===== config.mk =====
export PLATFORM = sky130hd
export DESIGN_NAME = vga_timing_gen
export DESIGN_NICKNAME = d
export VERILOG_FILES = /design/src/rtl/vga_timing_pkg.sv /design/src/rtl/vga_mod_counter.sv /design/src/rtl/vga_timing_gen.sv
export SDC_FILE = /design/constraint.sdc
export NUM_CORES = 1
export LEC_CHECK = 0
export ABC_AREA = 1
export CORE_UTILIZATION = 33
export DETAILED_ROUTE_END_ITERATION = 6
export GPL_ROUTABILITY_DRIVEN = 0
export HOLD_SLACK_MARGIN = 0.06
export PLACE_DENSITY_LB_ADDON = 0.25
export SYNTH_ARGS = -nofsm -noshare
export SYNTH_HDL_FRONTEND = slang
export SYNTH_SLANG_ARGS = --single-unit

===== constraint.sdc =====
create_clock -name vga_clk -period 4.5 [get_ports vga_clk]
set_clock_uncertainty 0.15 [all_clocks]
set_input_delay 0.45 -clock vga_clk [delete_from_list [all_inputs] [get_ports vga_clk]]
set_output_delay 0.45 -clock vga_clk [all_outputs]
set_load 0.1 [all_outputs]

===== src/rtl/vga_timing_pkg.sv =====
// Shared 640x480@60 timing defaults, the scan-coordinate type and helpers.
// Pure declarations: no latency, no backpressure.
package vga_timing_pkg;

  typedef logic [9:0] coord_t;

  localparam int unsigned H_VISIBLE_DEF = 640;
  localparam int unsigned H_FRONT_DEF   = 16;
  localparam int unsigned H_SYNC_DEF    = 96;
  localparam int unsigned H_BACK_DEF    = 48;
  localparam int unsigned V_VISIBLE_DEF = 480;
  localparam int unsigned V_FRONT_DEF   = 10;
  localparam int unsigned V_SYNC_DEF    = 2;
  localparam int unsigned V_BACK_DEF    = 33;

  // Largest total the 10-bit coordinate can count through.
  localparam int unsigned COORD_MAX_TOTAL = 1024;

  function automatic int unsigned h_total(input int unsigned vis, input int unsigned front,
                                          input int unsigned sync, input int unsigned back);
    return vis + front + sync + back;
  endfunction

  function automatic int unsigned v_total(input int unsigned vis, input int unsigned front,
                                          input int unsigned sync, input int unsigned back);
    return vis + front + sync + back;
  endfunction

  // Half-open span test done in 32 bits so an upper bound of 1024 stays exact.
  function automatic logic in_span(input coord_t v, input int unsigned lo, input int unsigned hi);
    return (32'(v) >= lo) && (32'(v) < hi);
  endfunction

endpackage


===== src/rtl/vga_mod_counter.sv =====
// Modulo-MOD counter resetting to MOD-1; wrap is a registered terminal-count flag.
// count_nxt is combinational from registers only; no backpressure (inc is a plain enable).
module vga_mod_counter
  import vga_timing_pkg::*;
#(
  parameter int unsigned MOD = 800
) (
  input  logic   vga_clk,
  input  logic   reset_n,
  input  logic   inc,
  output coord_t count,
  output coord_t count_nxt,
  output logic   wrap
);

  localparam coord_t LAST = coord_t'(MOD - 1);

  if (MOD < 2 || MOD > COORD_MAX_TOTAL) begin : g_bad_mod
    $error("vga_mod_counter: MOD must be in 2..1024");
  end

  // wrap is high while count sits on its last value, so the next inc rolls to zero.
  always_comb begin
    count_nxt = count;
    if (inc) begin
      count_nxt = wrap ? '0 : count + 10'd1;
    end
  end

  always_ff @(posedge vga_clk or negedge reset_n) begin
    if (!reset_n) begin
      count <= LAST;
      wrap  <= 1'b1;
    end else begin
      count <= count_nxt;
      wrap  <= (count_nxt == LAST);
    end
  end

endmodule


===== src/rtl/vga_timing_gen.sv =====
// VGA scan generator: DrawX/DrawY, blank, hs/vs, line/frame strobes, frame counter.
// Every output is a register fed from next-state counts (zero relative skew); no backpressure.
module vga_timing_gen
  import vga_timing_pkg::*;
#(
  parameter int unsigned H_VISIBLE   = H_VISIBLE_DEF,
  parameter int unsigned H_FRONT     = H_FRONT_DEF,
  parameter int unsigned H_SYNC      = H_SYNC_DEF,
  parameter int unsigned H_BACK      = H_BACK_DEF,
  parameter int unsigned V_VISIBLE   = V_VISIBLE_DEF,
  parameter int unsigned V_FRONT     = V_FRONT_DEF,
  parameter int unsigned V_SYNC      = V_SYNC_DEF,
  parameter int unsigned V_BACK      = V_BACK_DEF,
  parameter logic        SYNC_ACTIVE = 1'b0
) (
  input  logic       vga_clk,
  input  logic       reset_n,
  output logic       hs,
  output logic       vs,
  output logic       blank,
  output logic [9:0] DrawX,
  output logic [9:0] DrawY,
  output logic       line_start,
  output logic       frame_start,
  output logic [7:0] frame_count
);

  localparam int unsigned H_TOTAL   = h_total(H_VISIBLE, H_FRONT, H_SYNC, H_BACK);
  localparam int unsigned V_TOTAL   = v_total(V_VISIBLE, V_FRONT, V_SYNC, V_BACK);
  localparam int unsigned HS_START  = H_VISIBLE + H_FRONT;
  localparam int unsigned HS_END    = HS_START + H_SYNC;
  localparam int unsigned VS_START  = V_VISIBLE + V_FRONT;
  localparam int unsigned VS_END    = VS_START + V_SYNC;

  if (H_TOTAL > COORD_MAX_TOTAL || V_TOTAL > COORD_MAX_TOTAL) begin : g_bad_total
    $error("vga_timing_gen: H_TOTAL and V_TOTAL must not exceed 1024");
  end

  coord_t x_nxt;
  coord_t y_nxt;
  logic   h_wrap;
  logic   v_wrap;
  logic   frame_wrap;
  logic   wrapped_once;

  vga_mod_counter #(.MOD(H_TOTAL)) u_h_cnt (
    .vga_clk   (vga_clk),
    .reset_n   (reset_n),
    .inc       (1'b1),
    .count     (DrawX),
    .count_nxt (x_nxt),
    .wrap      (h_wrap)
  );

  vga_mod_counter #(.MOD(V_TOTAL)) u_v_cnt (
    .vga_clk   (vga_clk),
    .reset_n   (reset_n),
    .inc       (h_wrap),
    .count     (DrawY),
    .count_nxt (y_nxt),
    .wrap      (v_wrap)
  );

  // Both counters on their last value means the coming edge starts a new frame.
  assign frame_wrap = h_wrap & v_wrap;

  always_ff @(posedge vga_clk or negedge reset_n) begin
    if (!reset_n) begin
      hs           <= ~SYNC_ACTIVE;
      vs           <= ~SYNC_ACTIVE;
      blank        <= 1'b0;
      line_start   <= 1'b0;
      frame_start  <= 1'b0;
      frame_count  <= 8'd0;
      wrapped_once <= 1'b0;
    end else begin
      hs          <= in_span(x_nxt, HS_START, HS_END) ? SYNC_ACTIVE : ~SYNC_ACTIVE;
      vs          <= in_span(y_nxt, VS_START, VS_END) ? SYNC_ACTIVE : ~SYNC_ACTIVE;
      blank       <= (32'(x_nxt) < H_VISIBLE) && (32'(y_nxt) < V_VISIBLE);
      line_start  <= (x_nxt == '0);
      frame_start <= (x_nxt == '0) && (y_nxt == '0);
      // The wrap out of the reset position is not a completed frame.
      if (frame_wrap) begin
        wrapped_once <= 1'b1;
        if (wrapped_once) begin
          frame_count <= frame_count + 8'd1;
        end
      end
    end
  end

endmodule


==> run_results.csv <==
group,metric,value,unit
hold_path,min_to,"frame_count[7]",
worst_setup_path,critPathSlowestCell,"clkdlybuf4s50_1",
detailed_routing,ant_nets,0,
cells_and_area,fillerInstances,549,
detailed_routing,wl_per_cell,11.2,um
outcome,status,"completed",
synthesis,synth_compound_area_share,3.33,%
worst_setup_path,critPathLaunchType,"register",
cells_and_area,fin_cells,349,
sta,finalSetupTns,0,ns
sta,fin_crit_sh,58.6,%
global_routing,grt_pass1_vias,1563,
detailed_routing,vias,1563,
sta,slew_headroom,33.3,%
hold_path,hold_path_class,"reg -> reg",
synthesis,ys_warn_count,0,
die,io_pins,35,
cts,clkSlewWorstSetupHoldPaths,0.07,ns
placement,io_buffers,34,
synthesis,ys_ff_latch,36,
cts,cts_tree,"done",
detailed_routing,vias_per_cell,4.48,
global_routing,grt_pass1_wl,7110,um
sta,rsz0062_at_grt,"false",
power,p_per_area,233,mW/mm^2
worst_setup_path,cpPeakStageDelay,1.15,ns
worst_setup_path,r2r_slack,2.49,ns
worst_setup_path,crit_arrival,2.03,ns
cells_and_area,multi_input_area,810,um^2
global_routing,antenna_found_initial,0,
die,die_area,0.00612,mm^2
global_routing,grt.total_usage,14.6,%
cells_and_area,drive_above_1_share,16.2,%
cells_and_area,area_growth,27.0,%
worst_setup_path,cp-startpoint,"u_h_cnt.count[0]",
cts,postCtsResizedCells,0,
worst_setup_path,setup.worst_path.class,"reg -> out",
detailed_routing,drt_first_pass_iters,4,
placement,dp.final_hpwl,2890,um
detailed_routing,wirelength,3900,um
synthesis,ys_seq_area_share,47.9,%
synthesis,synthCells,235,
global_routing,grt_overflow,0,
sta,final_max_slew_viol_count,0,
sta,min_period,2.63,ns
sta,hold_ws,0.328,ns
cells_and_area,antenna-diode-count,0,
cts,cts_sinks,36,
worst_setup_path,ff2ff_path_depth,9,
sta,worst_pin_slew,0.998,ns
synthesis,synth_top_family_by_area,"simple AND/OR/NAND/NOR gates",
worst_setup_path,required,3.90,ns
synthesis,syn_nets,240,
cts,cts_made_buffers,5,
cells_and_area,regArea,918,um^2
detailed_routing,drc_errors,0,
worst_setup_path,critPathCaptureType,"output pin",
cts,clock_latency,0.28,ns
cts,cts_max_path_buffers,2,
worst_setup_path,crit_chain,"clkdlybuf4s50_1",
worst_setup_path,worstPathBufferInverterCount,1,
worst_setup_path,cp_top_family,"buffers and inverters",
synthesis,synthDistinctLibCells,27,
sta,timing.fmax,0.380,GHz
cts,cts_root_buffer,"clkbuf_8",
synthesis,syn_avg_cell_area,8.16,um^2
cts,cts_setup_buffers,0,
cts,hold_buffers,0,
die,die_w,78.2,um
hold_path,min_from,"frame_count[7]",
placement,dp_cells,341,
global_routing,grt_max_degree,37,
run,maxCapViolations,0,
worst_setup_path,cp_max_fo,8,
power,power_leakage,1.26,nW
detailed_routing,drtIter0Drc,57,
cts,cts_max_level,2,
die,floorplan.initialDensity,34.6,%
die,die_height,78.2,um
worst_setup_path,r2r_end,"u_h_cnt.wrap",
synthesis,syn-cell-area,0.00192,mm^2
synthesis,synth-simple-area-share,33.2,%
synthesis,muxShareOfSynthArea,0.587,%
power,ir_drop,141,uV
die,coreArea,0.00554,mm^2
die,num_rows,27,
sta,setup_viol,0,
worst_setup_path,reg2reg_from,"u_h_cnt.count[0]",
cells_and_area,layout.nets,281,
hold_path,whs_path_depth,1,
synthesis,synth-xor-area-share,3.20,%
synthesis,synthAdderAreaFrac,1.96,%
sta,report.final.hold_viol_count,0,
cells in the final DEF, fill, tap and decap left out, drive strengths merged, types with 3 or more instances in the layout:
cell,instances
nor2,32
nand4,6
clkbuf,8
dfstp,14
clkdlybuf4s50,34
inv,46
o21ai,5
a21oi,3
nor3,4
nand2,53
xor2,5
ha,3
nand3,33
dfrtp,22
cell families after synthesis:
| family | count (synthesis) |
|---|---|
| fa+ha+maj | 3 |
| xor+xnor | 7 |
| flops | 36 |
| mux | 1 |
| buf+inv | 48 |
| simple gates | 129 |
| compound gates | 11 |
metal layers:
layer / vias to the layer above / track usage [%] / part of all wire, %
li1: 814 / - / -
met1: 718 / 19.6 / 50
met2: 29 / 23.9 / 46
met3: 2 / 3.49 / 3.5
met4: 0 / 3.33 / 0.26
met5: - / 0 / 0
report_power, final:
part | leakage, nW | internal [W] | switching [W]
Combinational | 0.773 | 0.00000132 | 0.00000616
Clock | 0.0455 | 0.000125 | 0.000112
Sequential | 0.443 | 0.000324 | 0
Total | 1.26 | 0.000450 | 0.000118
state kept, by name, summed over array words and instances, names as in the netlist:
| signal | flops |
|---|---|
| line_start | 1 |
| u_h_cnt.wrap | 1 |
| wrapped_once | 1 |
| hs | 1 |
| vs | 1 |
| blank | 1 |
| u_v_cnt.count | 10 |
| frame_start | 1 |
| u_h_cnt.count | 10 |
| u_v_cnt.wrap | 1 |
| frame_count | 8 |
cell type report:
| cell class | instances | area share [%] |
|---|---|---|
| Clock buffer | 8 | 3.70 |
| Timing Repair Buffer | 35 | 14.3 |
| Sequential cell | 36 | 37.7 |
| Inverter | 47 | 7.30 |
| Tap cell | 72 | 3.70 |
| Multi-Input combinational cell | 151 | 33.3 |
stage by stage:
stage	setup WS [ns]	utilization, %	instance area (um^2)	power, W
global placement	2.17	42.3	2340	0.000338
detailed placement	2.17	42.3	2340	0.000338
finish	1.87	43.9	2430	0.000568
floorplan	2.21	-	1920	0.000330
CTS	1.85	43.9	2430	0.000578
global route	1.80	43.9	2430	0.000595
worst max-delay path by stage:
stage | endpoint | depth (start not counted)
detailed placement | DrawX[0] | 1
floorplan | blank | 8
CTS | DrawX[0] | 1
finish | DrawX[0] | 1
global route | DrawX[0] | 1
global placement | DrawX[0] | 1
synthesized netlist by cell type (all sizes together):
library cell	n	area, um^2
o21ai	5	25.0
nand3	33	195
nor2	32	150
dfstp	14	368
nor3	4	30.0
a21oi	3	15.0
inv	46	173
o21bai	2	15.0
xor2	5	43.8
or2	1	6.26
ha	3	37.5
nand4	6	37.5
clkinv	1	5.00
buf	1	11.3
dfrtp	22	551
mux2	1	11.3
nand2	53	216
a21o	1	8.76
xnor2	2	17.5
Power figures use the tool's default switching activity.
